File: src/rtl/btn_pkg.sv
// Shared definitions for the button conditioner: channel state encoding and
// counter width helper.
package btn_pkg;

    typedef enum logic [1:0] {
        IDLE         = 2'd0,
        PRESS_PEND   = 2'd1,
        HELD         = 2'd2,
        RELEASE_PEND = 2'd3
    } btn_state_t;

    // Bits needed to hold the values 0..n inclusive.
    function automatic int cnt_width(input int n);
        return $clog2(n + 1);
    endfunction

endpackage

File: src/rtl/button_channel.sv
// One button channel: 2-flop synchronizer, debounce FSM, press/release pulses
// and held-key auto-repeat.
module button_channel
    import btn_pkg::*;
#(
    parameter int DEBOUNCE_CYCLES      = 1000000,
    parameter int REPEAT_DELAY_CYCLES  = 25000000,
    parameter int REPEAT_PERIOD_CYCLES = 5000000,
    parameter int REPEAT_EN            = 1
) (
    input  logic clk,
    input  logic rst_n,
    input  logic btn,
    output logic level,
    output logic press,
    output logic release_pulse,
    output logic repeat_pulse
);

    localparam int DEB_W   = cnt_width(DEBOUNCE_CYCLES);
    localparam int RPT_MAX = (REPEAT_DELAY_CYCLES > REPEAT_PERIOD_CYCLES) ?
                             REPEAT_DELAY_CYCLES : REPEAT_PERIOD_CYCLES;
    localparam int RPT_W   = cnt_width(RPT_MAX);

    localparam logic [DEB_W-1:0] DEB_LAST   = DEB_W'(DEBOUNCE_CYCLES - 1);
    localparam logic [RPT_W-1:0] RPT_DELAY  = RPT_W'(REPEAT_DELAY_CYCLES);
    localparam logic [RPT_W-1:0] RPT_PERIOD = RPT_W'(REPEAT_PERIOD_CYCLES);

    btn_state_t       state;
    logic             s0, s1;
    logic [DEB_W-1:0] deb_cnt;
    logic [RPT_W-1:0] rpt_cnt;
    logic             rpt_first;
    logic [RPT_W-1:0] rpt_nxt;
    logic [RPT_W-1:0] rpt_target;

    // Counter restarts at zero on every repeat, so the period never drifts.
    assign rpt_nxt    = rpt_cnt + RPT_W'(1);
    assign rpt_target = rpt_first ? RPT_PERIOD : RPT_DELAY;

    always_ff @(posedge clk or negedge rst_n) begin
        if (!rst_n) begin
            state         <= IDLE;
            s0            <= 1'b0;
            s1            <= 1'b0;
            deb_cnt       <= '0;
            rpt_cnt       <= '0;
            rpt_first     <= 1'b0;
            level         <= 1'b0;
            press         <= 1'b0;
            release_pulse <= 1'b0;
            repeat_pulse  <= 1'b0;
        end else begin
            s0            <= btn;
            s1            <= s0;
            press         <= 1'b0;
            release_pulse <= 1'b0;
            repeat_pulse  <= 1'b0;
            case (state)
                IDLE: begin
                    if (s1) begin
                        if (DEBOUNCE_CYCLES == 1) begin
                            state     <= HELD;
                            level     <= 1'b1;
                            press     <= 1'b1;
                            rpt_cnt   <= '0;
                            rpt_first <= 1'b0;
                        end else begin
                            state   <= PRESS_PEND;
                            deb_cnt <= DEB_W'(1);
                        end
                    end
                end
                PRESS_PEND: begin
                    if (!s1) begin
                        state   <= IDLE;
                        deb_cnt <= '0;
                    end else if (deb_cnt == DEB_LAST) begin
                        state     <= HELD;
                        level     <= 1'b1;
                        press     <= 1'b1;
                        deb_cnt   <= '0;
                        rpt_cnt   <= '0;
                        rpt_first <= 1'b0;
                    end else begin
                        deb_cnt <= deb_cnt + DEB_W'(1);
                    end
                end
                HELD: begin
                    if (!s1) begin
                        if (DEBOUNCE_CYCLES == 1) begin
                            state         <= IDLE;
                            level         <= 1'b0;
                            release_pulse <= 1'b1;
                        end else begin
                            state   <= RELEASE_PEND;
                            deb_cnt <= DEB_W'(1);
                        end
                    end else if (REPEAT_EN != 0) begin
                        if (rpt_nxt == rpt_target) begin
                            repeat_pulse <= 1'b1;
                            rpt_cnt      <= '0;
                            rpt_first    <= 1'b1;
                        end else begin
                            rpt_cnt <= rpt_nxt;
                        end
                    end
                end
                RELEASE_PEND: begin
                    // A bounce back to pressed resumes the hold with rpt_cnt intact.
                    if (s1) begin
                        state   <= HELD;
                        deb_cnt <= '0;
                    end else if (deb_cnt == DEB_LAST) begin
                        state         <= IDLE;
                        level         <= 1'b0;
                        release_pulse <= 1'b1;
                        deb_cnt       <= '0;
                    end else begin
                        deb_cnt <= deb_cnt + DEB_W'(1);
                    end
                end
                default: state <= IDLE;
            endcase
        end
    end

endmodule

File: src/rtl/button_conditioner.sv
// Conditions WIDTH raw button pins into debounced levels plus press, release
// and auto-repeat pulses.
module button_conditioner
    import btn_pkg::*;
#(
    parameter int WIDTH                = 5,
    parameter int ACTIVE_LOW           = 0,
    parameter int DEBOUNCE_CYCLES      = 1000000,
    parameter int REPEAT_DELAY_CYCLES  = 25000000,
    parameter int REPEAT_PERIOD_CYCLES = 5000000,
    parameter int REPEAT_EN            = 1
) (
    input  logic             clk,
    input  logic             rst_n,
    input  logic [WIDTH-1:0] btn_in,
    output logic [WIDTH-1:0] level,
    output logic [WIDTH-1:0] press,
    output logic [WIDTH-1:0] release_pulse,
    output logic [WIDTH-1:0] repeat_pulse,
    output logic [WIDTH-1:0] press_rpt
);

    logic [WIDTH-1:0] btn_pol;

    assign btn_pol   = (ACTIVE_LOW != 0) ? ~btn_in : btn_in;
    assign press_rpt = press | repeat_pulse;

    for (genvar i = 0; i < WIDTH; i++) begin : g_ch
        button_channel #(
            .DEBOUNCE_CYCLES     (DEBOUNCE_CYCLES),
            .REPEAT_DELAY_CYCLES (REPEAT_DELAY_CYCLES),
            .REPEAT_PERIOD_CYCLES(REPEAT_PERIOD_CYCLES),
            .REPEAT_EN           (REPEAT_EN)
        ) u_ch (
            .clk          (clk),
            .rst_n        (rst_n),
            .btn          (btn_pol[i]),
            .level        (level[i]),
            .press        (press[i]),
            .release_pulse(release_pulse[i]),
            .repeat_pulse (repeat_pulse[i])
        );
    end

endmodule

File: config.mk
export PLATFORM = sky130hd
export DESIGN_NAME = button_conditioner
export DESIGN_NICKNAME = d
export VERILOG_FILES = /design/src/rtl/btn_pkg.sv /design/src/rtl/button_channel.sv /design/src/rtl/button_conditioner.sv
export SDC_FILE = /design/constraint.sdc
export NUM_CORES = 1
export LEC_CHECK = 0
export BUFFER_PORTS_ARGS = -buffer_cell sky130_fd_sc_hd__buf_2
export CELL_PAD_IN_SITES_DETAIL_PLACEMENT = 0
export CELL_PAD_IN_SITES_GLOBAL_PLACEMENT = 2
export CORE_ASPECT_RATIO = 0.6
export CORE_MARGIN = 2
export CORE_UTILIZATION = 42
export CTS_CLUSTER_DIAMETER = 50
export DETAILED_ROUTE_END_ITERATION = 8
export PLACE_DENSITY = 0.91
export SLEW_MARGIN = 25
export SYNTH_ARGS = -nofsm -noshare
export SYNTH_HDL_FRONTEND = slang
export SYNTH_SLANG_ARGS = --single-unit
File: constraint.sdc
create_clock -name clk -period 5.3 [get_ports clk]
set_clock_uncertainty 0.2 [all_clocks]
set_input_delay 1.06 -clock clk [delete_from_list [all_inputs] [get_ports clk]]
set_output_delay 1.06 -clock clk [all_outputs]
set_load 0.1 [all_outputs]
==> results.md, run 1 <==
Floorplanning:
- During I/O placement, the number of pins put on the boundary was 32.
- The die is 261.1 µm wide.
- The total die area is 0.04132 mm².
- The floorplan die height is between 150 and 200 µm.
- After floorplanning, the core was sized to cover ~0.04 mm².
- Row generation in the floorplan step produced 56 rows.
- The initial utilization of the core area, before any placement, comes to 0.4260.

Clocking:
- The clock root buffer is sky130_fd_sc_hd__clkbuf_16.
- Once the clock tree was built, the setup fixing pass inserted 0 buffers.
- The longest clock path from root to sink contains 3 buffers.
- Gates resized during post-CTS repair numbered 0.
- The clock-pin slew on the worst setup and hold paths is approximately 60 ps.
- The sink count of the clock tree is 270.
- The TritonCTS clock tree is yes.
- CTS built an H-tree with a depth of 2.
- Buffers inserted to repair hold after CTS numbered 0.
- In this run, CTS created clock tree buffers numbering 34.
- The clock insertion delay at the later pin of the skew report is 530 ps.

Run status:
- The flow ran to the end, and the final reports show no timing, DRC or antenna violations.

Place:
- The last weighted congestion value of the routability-driven placer is 0.9346.
- Input and output buffers added on the ports amount to 31.
- Once detailed placement completed, the half-perimeter wirelength came to 27680 µm.
- In this run, placement finished with an instance count of 2465.
- The cell area reported after detailed placement is 0.01705 mm².

Setup path:
- Data on the critical path is required at its endpoint by 5500 ps.
- The most repeated library cell on the critical path is sky130_fd_sc_hd__nor2_1.
- For this run, the slowest stage of the critical path takes 670 ps.
- Traced cell by cell, the critical path runs through nand3_1 -> nor2_1 -> nand4_1 -> nor4_1 -> nor2_1 -> or4_1 -> a21oi_1 -> buf_4 -> o21ai_0.
- The endpoint class of the critical path is a flip-flop.
- In this run the worst path has a maximum fanout of 10.
- Among all stages on the critical path, the largest delay is contributed by sky130_fd_sc_hd__a21oi_1.
- The worst setup path is launched from a flip-flop.
- The data arrival time of the critical path is 4200 ps.
- The worst setup path is of the reg -> reg kind.

Timing:
- The final worst hold slack is around 150 ps.
- The headroom to the max-slew limit is 0.3229.
- In the finished design, the share of the clock period the worst path needs comes to 0.7545.
- Setup violations remaining at the end of the flow were counted as 0.
- The highest clock rate is 250.1 MHz.
- The number of hold violations in the final report is 0.
- Setup repair after global routing left no endpoint under its margin.
- At the pin with the least slew margin, the transition time is 1012 ps.
- The accumulated negative setup slack is 0 ps.
- The number of max-slew violations in the final report is 0.
- The shortest period the worst path allows is 3999 ps.

Yosys:
- Counting instances in the post-synthesis netlist gives the leading cell types as sky130_fd_sc_hd__nand2_1, sky130_fd_sc_hd__dfrtp_1, sky130_fd_sc_hd__o21ai_0, sky130_fd_sc_hd__nor2_1, sky130_fd_sc_hd__nand3_1.
- The dominant cell type by area after synthesis is sky130_fd_sc_hd__dfrtp_1.
- In the synthesized netlist, the number of instances is 2018.
- For this run, the leading register cell type out of synthesis is sky130_fd_sc_hd__dfrtp_1.
- The number of enable flip-flop cells after synthesis is 0.
- The netlist uses 87 different library cells.
- Ranked by total cell area, the synthesized netlist is headed by sky130_fd_sc_hd__dfrtp_1, sky130_fd_sc_hd__nand2_1, sky130_fd_sc_hd__o21ai_0.
- For this run, the register share of the synthesized area comes to 0.4056.
- The synthesized design contains 270 register bits.
- The post-synthesis async set-or-reset flop share is 1.000.
- The share of synthesized area in the top cell type comes to 0.4056.
- The cell area after technology mapping is 0.01666 mm².
- A synthesized cell averages about 8.3 µm².
- Synthesis produced a netlist with a net count of between 2000 and 2500.
- The dominant cell by count in the synthesized netlist is sky130_fd_sc_hd__nand2_1.
- The Yosys warning count is 0.

Global route:
- The global-route congestion overflow total is 0.
- The global-route wire length before repair is approximately 69000 µm.
- The largest net degree at the start of global routing is 117.
- The number of antenna violations at the first check in global routing was 0.
- For this run, the total global-route usage over all layers was measured as 0.2011.
- The number of global-route vias before repair is 13240.

Power and ir drop:
- The completed layout was analyzed and its total power is approximately 0.0068 W.
- IR analysis of the VDD net gives a maximum drop of 216.8 µV.
- The power density normalized to cell area is 373.5 mW/mm².
- The analysis attributes to cell leakage a power of 7.504 nW.

Routing:
- The remaining design rule violation count is 0.
- The routed wire length per instance is 16.10 µm.
- The number of optimization iterations in the first detailed-route pass is 6.
- The final layout contains routed wiring with a total length of roughly 41000 µm.
- In this run the remaining antenna-violating nets after routing total 0.
- Summing over every cut layer, the via total after detailed routing is 14500.
- The initial detailed-routing violation count is ~1200.
- The via-per-instance ratio is 5.742.

Finish:
- Across the whole layout, storage elements account for 0.006756 mm².
- The number of antenna diodes is 0.
- The final net count is 2016.
- The number of standard cells in the layout, taps in and fillers out is 2525.
- Fill cells in the final layout number 3742.
- The design area is 0.01829 mm².
- Summing all multi-input logic gate instances after layout gives 0.009163 mm².
- Of the cells placed in the final design, the portion with a size suffix greater than 1 is 0.08088.
- The area growth from synthesis to layout is 9.833%.

Run:
- The number of max-capacitance violations reported is 0.

Min path:
- The worst min-delay path class is reg -> reg.
[final cells by class]
class                           count  share of cell area
Clock buffer                       43             0.05403
Inverter                           48            0.009849
Sequential cell                   270              0.3693
Tap cell                          522             0.03570
Clock inverter                     17             0.01409
Timing Repair Buffer               45             0.01614
Multi-Input combinational cell   1580              0.5009
[report_power, final]
group | internal (W) | switching [W] | leakage, nW
clock network | 0.00162 | 0.000947 | 0.606
registers | 0.00217 | 0.000114 | 3.71
logic | 0.000537 | 0.00145 | 3.19
[cell usage in the layout (no fill, tap or decap), types with 9 or more instances in the layout]
cell type                   netlist  layout
sky130_fd_sc_hd__nand4b_1        13      13
sky130_fd_sc_hd__nand3_1         92      92
sky130_fd_sc_hd__mux2i_1          9       9
sky130_fd_sc_hd__ha_1            30      30
sky130_fd_sc_hd__buf_4           20      12
sky130_fd_sc_hd__and3_1          71      71
sky130_fd_sc_hd__o21ai_0        227     227
sky130_fd_sc_hd__and4_1          16      16
sky130_fd_sc_hd__a21o_1          21      21
sky130_fd_sc_hd__a22o_1          23      23
sky130_fd_sc_hd__nor2_1         135     133
sky130_fd_sc_hd__nor3_1          77      77
sky130_fd_sc_hd__or3_1           19      19
sky130_fd_sc_hd__dfrtp_1        270     270
sky130_fd_sc_hd__nand4_1         52      52
sky130_fd_sc_hd__nand2_1        334     334
sky130_fd_sc_hd__a21oi_1         64      64
sky130_fd_sc_hd__a31oi_1         18      18
sky130_fd_sc_hd__o31ai_1         35      35
sky130_fd_sc_hd__nor4_1          36      36
sky130_fd_sc_hd__nand2b_1        11      11
sky130_fd_sc_hd__or2_2           16      16
sky130_fd_sc_hd__a211oi_1        10      10
sky130_fd_sc_hd__xnor2_1         43      43
sky130_fd_sc_hd__or4_1           15      15
sky130_fd_sc_hd__o21a_1          11      11
sky130_fd_sc_hd__nor2_2          10      12
sky130_fd_sc_hd__nor3b_1         11      11
sky130_fd_sc_hd__xor2_1          31      31
sky130_fd_sc_hd__and2_1          23      23
sky130_fd_sc_hd__inv_1           48      48
sky130_fd_sc_hd__buf_2           22      30
sky130_fd_sc_hd__clkbuf_16        0      37
sky130_fd_sc_hd__o22ai_1         10      10
[cell families (layout without fill, tap and decap cells)]
kind of cell	count (synthesis)	in the layout	share of synthesized area
xor gates and xnor gates	74	74	0.03891
muxes	15	15	0.009465
buffers and inverters	168	153	0.04522
and+or+nand+nor	978	978	0.3003
adders and majority gates	30	30	0.02254
DFF	270	270	0.4056
AOI/OAI and AO/OA	483	483	0.1780
[state kept, by name, indices dropped and copies added (netlist names), named ones only]
signal,cells
g_ch.u_ch.deb_cnt,100
g_ch.u_ch.level,5
g_ch.u_ch.press,5
g_ch.u_ch.release_pulse,5
g_ch.u_ch.repeat_pulse,5
g_ch.u_ch.rpt_cnt,125
g_ch.u_ch.rpt_first,5
g_ch.u_ch.s0,5
g_ch.u_ch.s1,5
g_ch.u_ch.state,5
[worst paths after layout]
kind	startpoint	to	slack (ps)	cells after the start
max	g_ch[0].u_ch.rpt_cnt[2]	g_ch[0].u_ch.rpt_cnt[19]	1300	9
min	g_ch[3].u_ch.s0	g_ch[3].u_ch.s1	150	0
max reg2reg	g_ch[0].u_ch.rpt_cnt[2]	g_ch[0].u_ch.rpt_cnt[19]	1300	9
min reg2reg	g_ch[3].u_ch.s0	g_ch[3].u_ch.s1	150	0
max in group asynchronous	rst_n	g_ch[0].u_ch.rpt_cnt[24]	3460	2
min in group asynchronous	rst_n	g_ch[3].u_ch.deb_cnt[5]	350	1
[worst max-delay path: cells and delay by family, from the launching register on]
kind,cells,cell delay [ps]
buffers and inverters,1,280
AO/OA/AOI/OAI,2,770
flip-flops,1,510
AND/OR/NAND/NOR,6,2100
[stage by stage]
| step | utilization | setup slack (ps) |
|---|---|---|
| 4_1_cts | 0.4678 | 1371 |
| 3_5_place_dp | 0.4360 | 1389 |
| 5_1_grt | 0.4679 | 956.1 |
| 6_report | 0.4679 | 1301 |
| 2_1_floorplan | - | 2134 |
| 3_3_place_gp | 0.4359 | 1489 |
[routing by layer]
layer,track usage,part of all wire,up-vias
met4,0.03680,0.010,0
met2,0.2640,0.38,322
met3,0.03454,0.054,29
met5,0,0,-
met1,0.3353,0.55,6960
li1,-,-,7187
No activity file was read; power rests on OpenSTA's default activity.
==> run 2, diff against run 1 <==
--- a/config.mk
+++ b/config.mk
@@ -10,10 +10,10 @@
 export CELL_PAD_IN_SITES_GLOBAL_PLACEMENT = 2
 export CORE_ASPECT_RATIO = 0.6
 export CORE_MARGIN = 2
-export CORE_UTILIZATION = 42
+export CORE_UTILIZATION = 39
 export CTS_CLUSTER_DIAMETER = 50
 export DETAILED_ROUTE_END_ITERATION = 8
-export PLACE_DENSITY = 0.91
+export PLACE_DENSITY = 0.86
 export SLEW_MARGIN = 25
 export SYNTH_ARGS = -nofsm -noshare
 export SYNTH_HDL_FRONTEND = slang
==> constraint.sdc (replaced) <==
create_clock -name clk -period 3.7 [get_ports clk]
set_clock_uncertainty 0.2 [all_clocks]
set_input_delay 0.74 -clock clk [delete_from_list [all_inputs] [get_ports clk]]
set_output_delay 0.74 -clock clk [all_outputs]
set_load 0.1 [all_outputs]
==> run 2 against run 1 <==
  * The flow now finishes with violations (hold timing)
  * Core utilization is 2.1 points lower
  * Largest power group unchanged
  * Hold slack worse by 160 ps
  * Design area increased by 2.5%
  * Die area rose by 7.5%
  * Routed wire length up 6.5%
  * First-iteration DRC count up 8.0%
==> results.md, run 2 (synthesis results as in run 1) <==
Floorplanning:
- The die covers 0.04443 mm².
- The number of standard-cell rows in the floorplan is between 50 and 60.
- After floorplanning, the core was sized to cover 0.04202 mm².
- The initial utilization of the core area, before any placement, comes to 0.3964.
- The die is 270.8 µm wide.
- Pin placement for this block handled 32 I/O pins.
- The floorplan die height is 164.1 µm.

Place:
- The post-detailed-placement half-perimeter wirelength is 30550 µm.
- The congestion estimate from routability-driven global placement came to between 0.9 and 1.
- The number of cells in the design after placement is 2566.
- The cell area reported after detailed placement is 0.01752 mm².
- Port buffering added 31 buffers.
- OpenSTA, run right after detailed placement, puts the worst setup slack at 243.3 ps.

Power and ir drop:
- The internal power summed over all cells is 0.006110 W.
- The worst vdd rail ir drop is 475.5 µV.
- The analysis attributes to cell leakage a power of 7.752 nW.
- The combinational power share is 0.307.
- Of the total power, the clock network draws 0.361.
- The net switching power figure is approximately 0.0037 W.
- Of the total power, the share spent switching nets is 0.3790.
- Power spread over the standard cell area amounts to 524.6 mW/mm².
- Summing internal, switching and leakage power gives 0.009840 W.
- The sequential fraction of design power is 0.332.

Setup path:
- Along the worst path, the maximum fanout reaches 7.
- For the worst setup path, the data required time is 3890 ps.
- On the critical path the largest part of the delay comes from simple AND/OR/NAND/NOR gates.
- The number of buffers and inverters on the critical path is 1.
- The startpoint identified for the worst register-to-register timing path is g_ch[1].u_ch.rpt_cnt[7].
- STA classifies the critical path endpoint as a flip-flop.
- The worst setup path is of the reg -> reg kind.
- The worst setup path is launched from a flip-flop.
- Walking the worst path, the cells encountered are nand3_2 -> or3_4 -> or4_4 -> a221oi_2 -> or4b_1 -> o22ai_1 -> nand2_1 -> buf_4 -> a21oi_2 -> nor2_1.
- The reg2reg setup slack is 210 ps.
- The stage delay of the slowest cell on the critical path is 530 ps.
- Data on the critical path arrives at its endpoint at 3680 ps.
- The slowest cell on the critical path is sky130_fd_sc_hd__or4_4.
- The depth of the worst register-to-register path is 10.
- The worst register-to-register path ends at g_ch[1].u_ch.rpt_cnt[19].

Run status:
- The final reports fail on hold timing.
- The flow ran to the end, but the final reports show violations.

Timing:
- For the pin with the worst max-slew slack, the measured transition is 870.0 ps.
- The number of hold violations in the final report is 1.
- Measured against its own limit, the worst slew margin works out to 0.4178.
- Setup repair after global routing left no endpoint under its margin.
- Setup violations remaining at the end of the flow were counted as 0.
- Adding up every negative setup slack in the final design gives 0 ps.
- The period utilization is 0.9436.
- Hold timing on the final database bottoms out at a slack of -12.61 ps.
- The number of max-slew violations in the final report is 0.
- The final setup slack of the worst path is 208.7 ps.
- The highest clock rate is 286.4 MHz.
- The shortest period the worst path allows is 3491 ps.

Clocking:
- In this run the number of H-tree levels came out at 2.
- Clock tree synthesis selected as its root buffer the cell sky130_fd_sc_hd__clkbuf_16.
- The clock buffer count from CTS is 35.
- After clock tree synthesis, the clock-pin slew on the worst setup and hold paths is 60 ps.
- The sink count of the clock tree is 270.
- Counting along the longest clock path gives a buffer depth of 3.
- TritonCTS built the clock tree.
- The clock reaches the later pin of the worst-skew pair after 540 ps.

Min path:
- The worst min-delay path class is in -> async.

Routing:
- The final wirelength is 43290 µm.
- The number of optimization iterations in the first detailed-route pass is 6.
- In the routed layout, each cell is associated on average with a via count of 5.631.
- The routed wire length per instance is 16.45 µm.
- The initial detailed-routing violation count is roughly 1300.
- In the routed design, unresolved DRC markers number 0.
- The routed via count is around 15000.
- In this run the remaining antenna-violating nets after routing total 0.

Finish:
- The register with the most flip-flops in the layout has around 130 of them.
- At the end of the flow, the number of nets in the layout was approximately 2100.
- The number of inserted filler cells in the final layout is just over 4000.
- Summing all non-filler instances in the final layout gives an area of 0.01876 mm².
- Leaving out filler cells and counting taps, the final layout contains between 2000 and 3000.
- Relative to the synthesized area, the layout overhead comes to 12.62%.
- The largest registers in the layout are g_ch.u_ch.rpt_cnt x125, g_ch.u_ch.deb_cnt x100.
- Leaving out fill and tap cells, the most frequent cells in the layout are sky130_fd_sc_hd__nand2_1, sky130_fd_sc_hd__dfrtp_1, sky130_fd_sc_hd__o21ai_0.
- The fraction of final layout cells sized beyond drive strength 1 is 0.1058.
- The register bank with the most flops is g_ch.u_ch.rpt_cnt.
- The number of antenna diodes in the final layout is 0.
- The most common library cell in the layout ignoring fill and taps is sky130_fd_sc_hd__nand2_1.

Global route:
- The number of global-route vias before repair is 13510.
- The first global-routing pass estimated 72260 µm of wire.
- Summed over all layers, the global routing overflow is 0.
- The total routing usage reported by global routing is 0.1961.
- The number of antenna violations at the first check in global routing is 1.
- Entering global routing, the biggest net connects 81 pins.

Run:
- The number of max-capacitance violations reported is 0.
run 2: power groups by stage:
stage          sequential (W)  combinational (W)  clock, W
6_report              0.00327            0.00302   0.00355
5_1_grt               0.00329            0.00339   0.00378
4_1_cts               0.00327            0.00300   0.00367
3_5_place_dp          0.00332            0.00299         0
3_3_place_gp          0.00331            0.00296         0
2_1_floorplan         0.00327            0.00207         0
run 2: metrics by stage:
step,hold slack (ps),util
after floorplan,131.2,-
after global placement,132.1,0.4170
after detailed placement,134.7,0.4170
after CTS,21.43,0.4457
after global routing,31.23,0.4464
final,-12.61,0.4464
run 2: how the worst max path moves through the flow:
stage | startpoint | end | slack, ps | cells after the start
global route | g_ch[4].u_ch.rpt_cnt[4] | g_ch[4].u_ch.rpt_cnt[8] | 1 | 11
finish | g_ch[1].u_ch.rpt_cnt[7] | g_ch[1].u_ch.rpt_cnt[19] | 210 | 10
global placement | g_ch[4].u_ch.deb_cnt[0] | g_ch[4].u_ch.rpt_cnt[5] | 330 | 9
CTS | g_ch[0].u_ch.rpt_cnt[0] | g_ch[0].u_ch.rpt_cnt[9] | 220 | 11
detailed placement | g_ch[0].u_ch.rpt_cnt[0] | g_ch[0].u_ch.rpt_cnt[24] | 240 | 11
floorplan | g_ch[2].u_ch.rpt_cnt[0] | g_ch[2].u_ch.rpt_cnt[19] | 530 | 12
run 2: what timing repair did:
item	in CTS	in global routing
endpoints found under the setup margin	0	42
gates resized for setup	0	5
hold buffers	0	0
buffers inserted	0	1
run 2: final cells by class:
| cell class | instances | area, µm² | share of cell area |
|---|---|---|---|
| multi-input combinational | 1581 | 9189 | 0.4899 |
| sequential | 270 | 6756 | 0.3602 |
| clock buffer | 44 | 950.9 | 0.05069 |
| timing repair buffer | 99 | 713.2 | 0.03802 |
| tap | 570 | 713.2 | 0.03802 |
| clock inverter | 19 | 255.2 | 0.01361 |
| inverter | 48 | 180.2 | 0.009605 |
run 2: worst reg2reg max path, stage by stage (launching register included):
cell,delay (ps)
sky130_fd_sc_hd__dfrtp_1,500
sky130_fd_sc_hd__nand3_2,200
sky130_fd_sc_hd__or3_4,430
sky130_fd_sc_hd__or4_4,530
sky130_fd_sc_hd__a221oi_2,290
sky130_fd_sc_hd__or4b_1,450
sky130_fd_sc_hd__o22ai_1,150
sky130_fd_sc_hd__nand2_1,100
sky130_fd_sc_hd__buf_4,180
sky130_fd_sc_hd__a21oi_2,260
sky130_fd_sc_hd__nor2_1,80
run 2: routing by layer:
layer,vias up,track usage,wire length [µm]
met2,383,0.2537,16110
li1,7315,-,-
met3,44,0.04284,2784
met5,-,0,0
met1,7072,0.3220,23810
met4,0,0.03893,585
==> run 3, diff against run 2 <==
--- a/config.mk
+++ b/config.mk
@@ -13,6 +13,7 @@
 export CORE_UTILIZATION = 39
 export CTS_CLUSTER_DIAMETER = 50
 export DETAILED_ROUTE_END_ITERATION = 8
+export HOLD_SLACK_MARGIN = 0.06
 export PLACE_DENSITY = 0.86
 export SLEW_MARGIN = 25
 export SYNTH_ARGS = -nofsm -noshare
==> run 3 against run 2 <==
  * Die area unchanged
  * Routed wire length decreased by 0.18%
  * Highest routed layer unchanged
  * Global-route usage unchanged
  * Maximum frequency increased by 0.29%
  * Hold slack improved by 120 ps
  * Final cell count about the same
  * Flip-flop and latch count unchanged
  * The run now ends clean
  * Critical path depth unchanged
  * Design area about the same
  * Combinational power about the same
==> results.md, run 3 (synthesis results as in run 1) <==
Min path:
- The path class of the tightest hold or removal check is in -> reg.

Place:
- Summed over all nets, the half-perimeter wirelength after detailed placement is 30550 µm.
- The count of input and output buffers is 31.
- At the end of routability-driven placement, the weighted congestion stood at 0.9171.

Clocking:
- The sink count of the clock tree is 270.
- Counting along the longest clock path gives a buffer depth of 3.
- Counting the buffers created by CTS gives 35.
- The clock root buffer is sky130_fd_sc_hd__clkbuf_16.
- The later pin in the worst-skew pair is clocked with a latency of 540 ps.
- The number of H-tree levels is 2.
- The clock-pin slew on the worst setup and hold paths is 60 ps.
- TritonCTS built the clock tree.

Setup path:
- The largest single stage delay on the critical path is 530 ps.
- The worst-path maximum fanout is 7.
- The signal on the critical path passes through nand3_2 -> or3_4 -> or4_4 -> a221oi_2 -> or4b_1 -> o22ai_1 -> nand2_1 -> buf_4 -> a21oi_2 -> nor2_1.
- STA classifies the critical path startpoint as a flip-flop.
- The largest individual stage delay along the critical path comes from the cell sky130_fd_sc_hd__or4_4.
- The critical path is of the reg -> reg type.
- The critical path data required time is 3890 ps.
- STA classifies the critical path endpoint as a flip-flop.
- Data on the critical path arrives at its endpoint at 3670 ps.

Finish:
- Of the cells placed in the final design, the portion with a size suffix greater than 1 is 0.1057.
- At the end of the flow, the number of nets in the layout was 2073.
- In the layout the commonest cells are sky130_fd_sc_hd__nand2_1, sky130_fd_sc_hd__dfrtp_1, sky130_fd_sc_hd__o21ai_0.
- In the final layout, the registers with the most flip-flops are g_ch.u_ch.rpt_cnt x125, g_ch.u_ch.deb_cnt x100.
- The register bank with the most flops is g_ch.u_ch.rpt_cnt.
- The most common library cell in the layout ignoring fill and taps is sky130_fd_sc_hd__nand2_1.
- The number of flip-flops in the largest register is 125.
- Once layout is complete, the utilization of the core stands at 0.4467.
- Compared with the post-synthesis result, the final layout area differs by 12.68%.
- The number of antenna diodes is 0.

Global route:
- The number of antenna violations at the first check in global routing is 1.
- The number of global-route vias before repair is approximately 14000.
- In the global route stage, met2 resource usage came out at 0.2537.
- Summed over all layers, the global routing overflow is 0.
- The largest net degree at the start of global routing is 81.
- For this run, global-route usage on met1 was measured as 0.3220.
- In the global route stage, overall resource usage came out at 0.1961.
- The first global-routing pass estimated 72260 µm of wire.
- The most used routing layer is met1.
- For met3 alone, demand over resource in global routing was 0.04284.

Routing:
- For this run, design rule violations remaining after detail routing come to 0.
- The first detailed-routing pass ran for 5 iterations.
- The final wirelength is 43210 µm.
- In the final routed layout, each cell accounts on average for 16.42 µm.
- The detailed router finished its first iteration with between 1000 and 1500 violations.
- The count of nets left with antenna violations once routing finished came out at 0.
- For this block, the via count after detailed routing is 14830.
- In the routed layout, each cell is associated on average with a via count of 5.635.

Power and ir drop:
- The sequential fraction of design power is 0.332.
- The power density normalized to cell area is 524.2 mW/mm².
- The standby leakage power is ~7.8 nW.
- The share of total power dissipated in the clock network is 0.361.
- The worst vdd rail ir drop is 474.4 µV.
- The internal power summed over all cells is 0.006110 W.
- The share of total power dissipated in combinational logic is 0.307.
- The net switching power figure is 0.003728 W.
- The switching fraction of total power is 0.3789.

Floorplanning:
- 32 I/O pins were placed.
- The number of standard-cell rows in the floorplan is just under 60.
- The floorplan die height is 164.1 µm.
- The die covers 0.04443 mm².
- The placeable core area is 0.04202 mm².
- The initial core utilization is 0.3964.
- The die boundary width is 270.8 µm.

Timing:
- The accumulated negative setup slack is 0 ps.
- Setup repair after global routing left no endpoint under its margin.
- The number of hold violations in the final report is 0.
- The period utilization is 0.9409.
- The number of max-slew violations in the final report is 0.
- Based on the critical path, the design can be clocked at up to 287.3 MHz.
- For the pin with the worst max-slew slack, the measured transition is 880.8 ps.
- The headroom to the max-slew limit is 0.4106.
- Setup violations remaining at the end of the flow were counted as 0.
- Counting I/O delays and the setup requirement, the final critical path takes approximately 3500 ps.

Run status:
- The run finished with clean final reports.

Run:
- Max-cap violations in this run came to 0.
-- run 3: worst max-delay path: cells and delay by family (launching register included) --
family                 cells  cell delay (ps)
and+or+nand+nor            6             1780
DFF                        1              500
buffers and inverters      1              190
AOI/OAI and AO/OA          3              680
-- run 3: path summary, 6_finish.rpt --
check                                        start                       end  slack [ps]  cells after the start
max in group asynchronous                    rst_n  g_ch[0].u_ch.rpt_cnt[13]        1840                      3
min                                      btn_in[1]           g_ch[1].u_ch.s0         100                      1
max reg2reg                g_ch[1].u_ch.rpt_cnt[7]  g_ch[1].u_ch.rpt_cnt[19]         220                     10
min reg2reg                        g_ch[2].u_ch.s0           g_ch[2].u_ch.s1         150                      0
max                        g_ch[1].u_ch.rpt_cnt[7]  g_ch[1].u_ch.rpt_cnt[19]         220                     10
min in group asynchronous                    rst_n  g_ch[1].u_ch.deb_cnt[10]         580                      2
-- run 3: layout make-up --
| class | instances | area [µm²] |
|---|---|---|
| clock buffers | 44 | 950.9 |
| clock inverters | 19 | 255.2 |
| fillers | 4090 | 23250 |
| inverters | 48 | 180.2 |
| multi-input cells | 1581 | 9189 |
| flip-flops and latches | 270 | 6756 |
| well taps | 570 | 713.2 |
| repair buffers | 100 | 723.2 |
-- run 3: per-stage QoR --
stage | cell area, µm² | std cells | setup slack (ps) | total power, W | hold slack, ps
after floorplan | 16660 | 2018 | 534.3 | 0.005347 | 131.2
after global placement | 17520 | 2566 | 325.4 | 0.006264 | 132.1
after detailed placement | 17520 | 2566 | 243.3 | 0.006313 | 134.7
after CTS | 18740 | 2630 | 215.1 | 0.009938 | 78.54
after global routing | 18770 | 2632 | 1.090 | 0.01047 | 77.17
final | 18770 | 2632 | 218.7 | 0.009839 | 104.2
-- run 3: timing repair --
| action | CTS | global route |
|---|---|---|
| gates resized for setup | 0 | 5 |
| setup buffers | 0 | 1 |
| setup endpoints to repair | 0 | 42 |
| hold endpoints to repair | 29 | 0 |
| hold buffers | 1 | 0 |
-- run 3: power groups by stage --
stage / Combinational [W] / Sequential [W] / Clock (W)
after floorplan: 0.00207 / 0.00327 / 0
after global placement: 0.00296 / 0.00331 / 0
after detailed placement: 0.00299 / 0.00332 / 0
after CTS: 0.00301 / 0.00327 / 0.00367
after global routing: 0.00339 / 0.00329 / 0.00378
final: 0.00302 / 0.00327 / 0.00355
-- run 3: layer usage --
layer | vias to the layer above | share of wire
met1 | 7064 | 0.54
met5 | - | 0
li1 | 7320 | -
met3 | 49 | 0.069
met2 | 398 | 0.37
met4 | 0 | 0.014
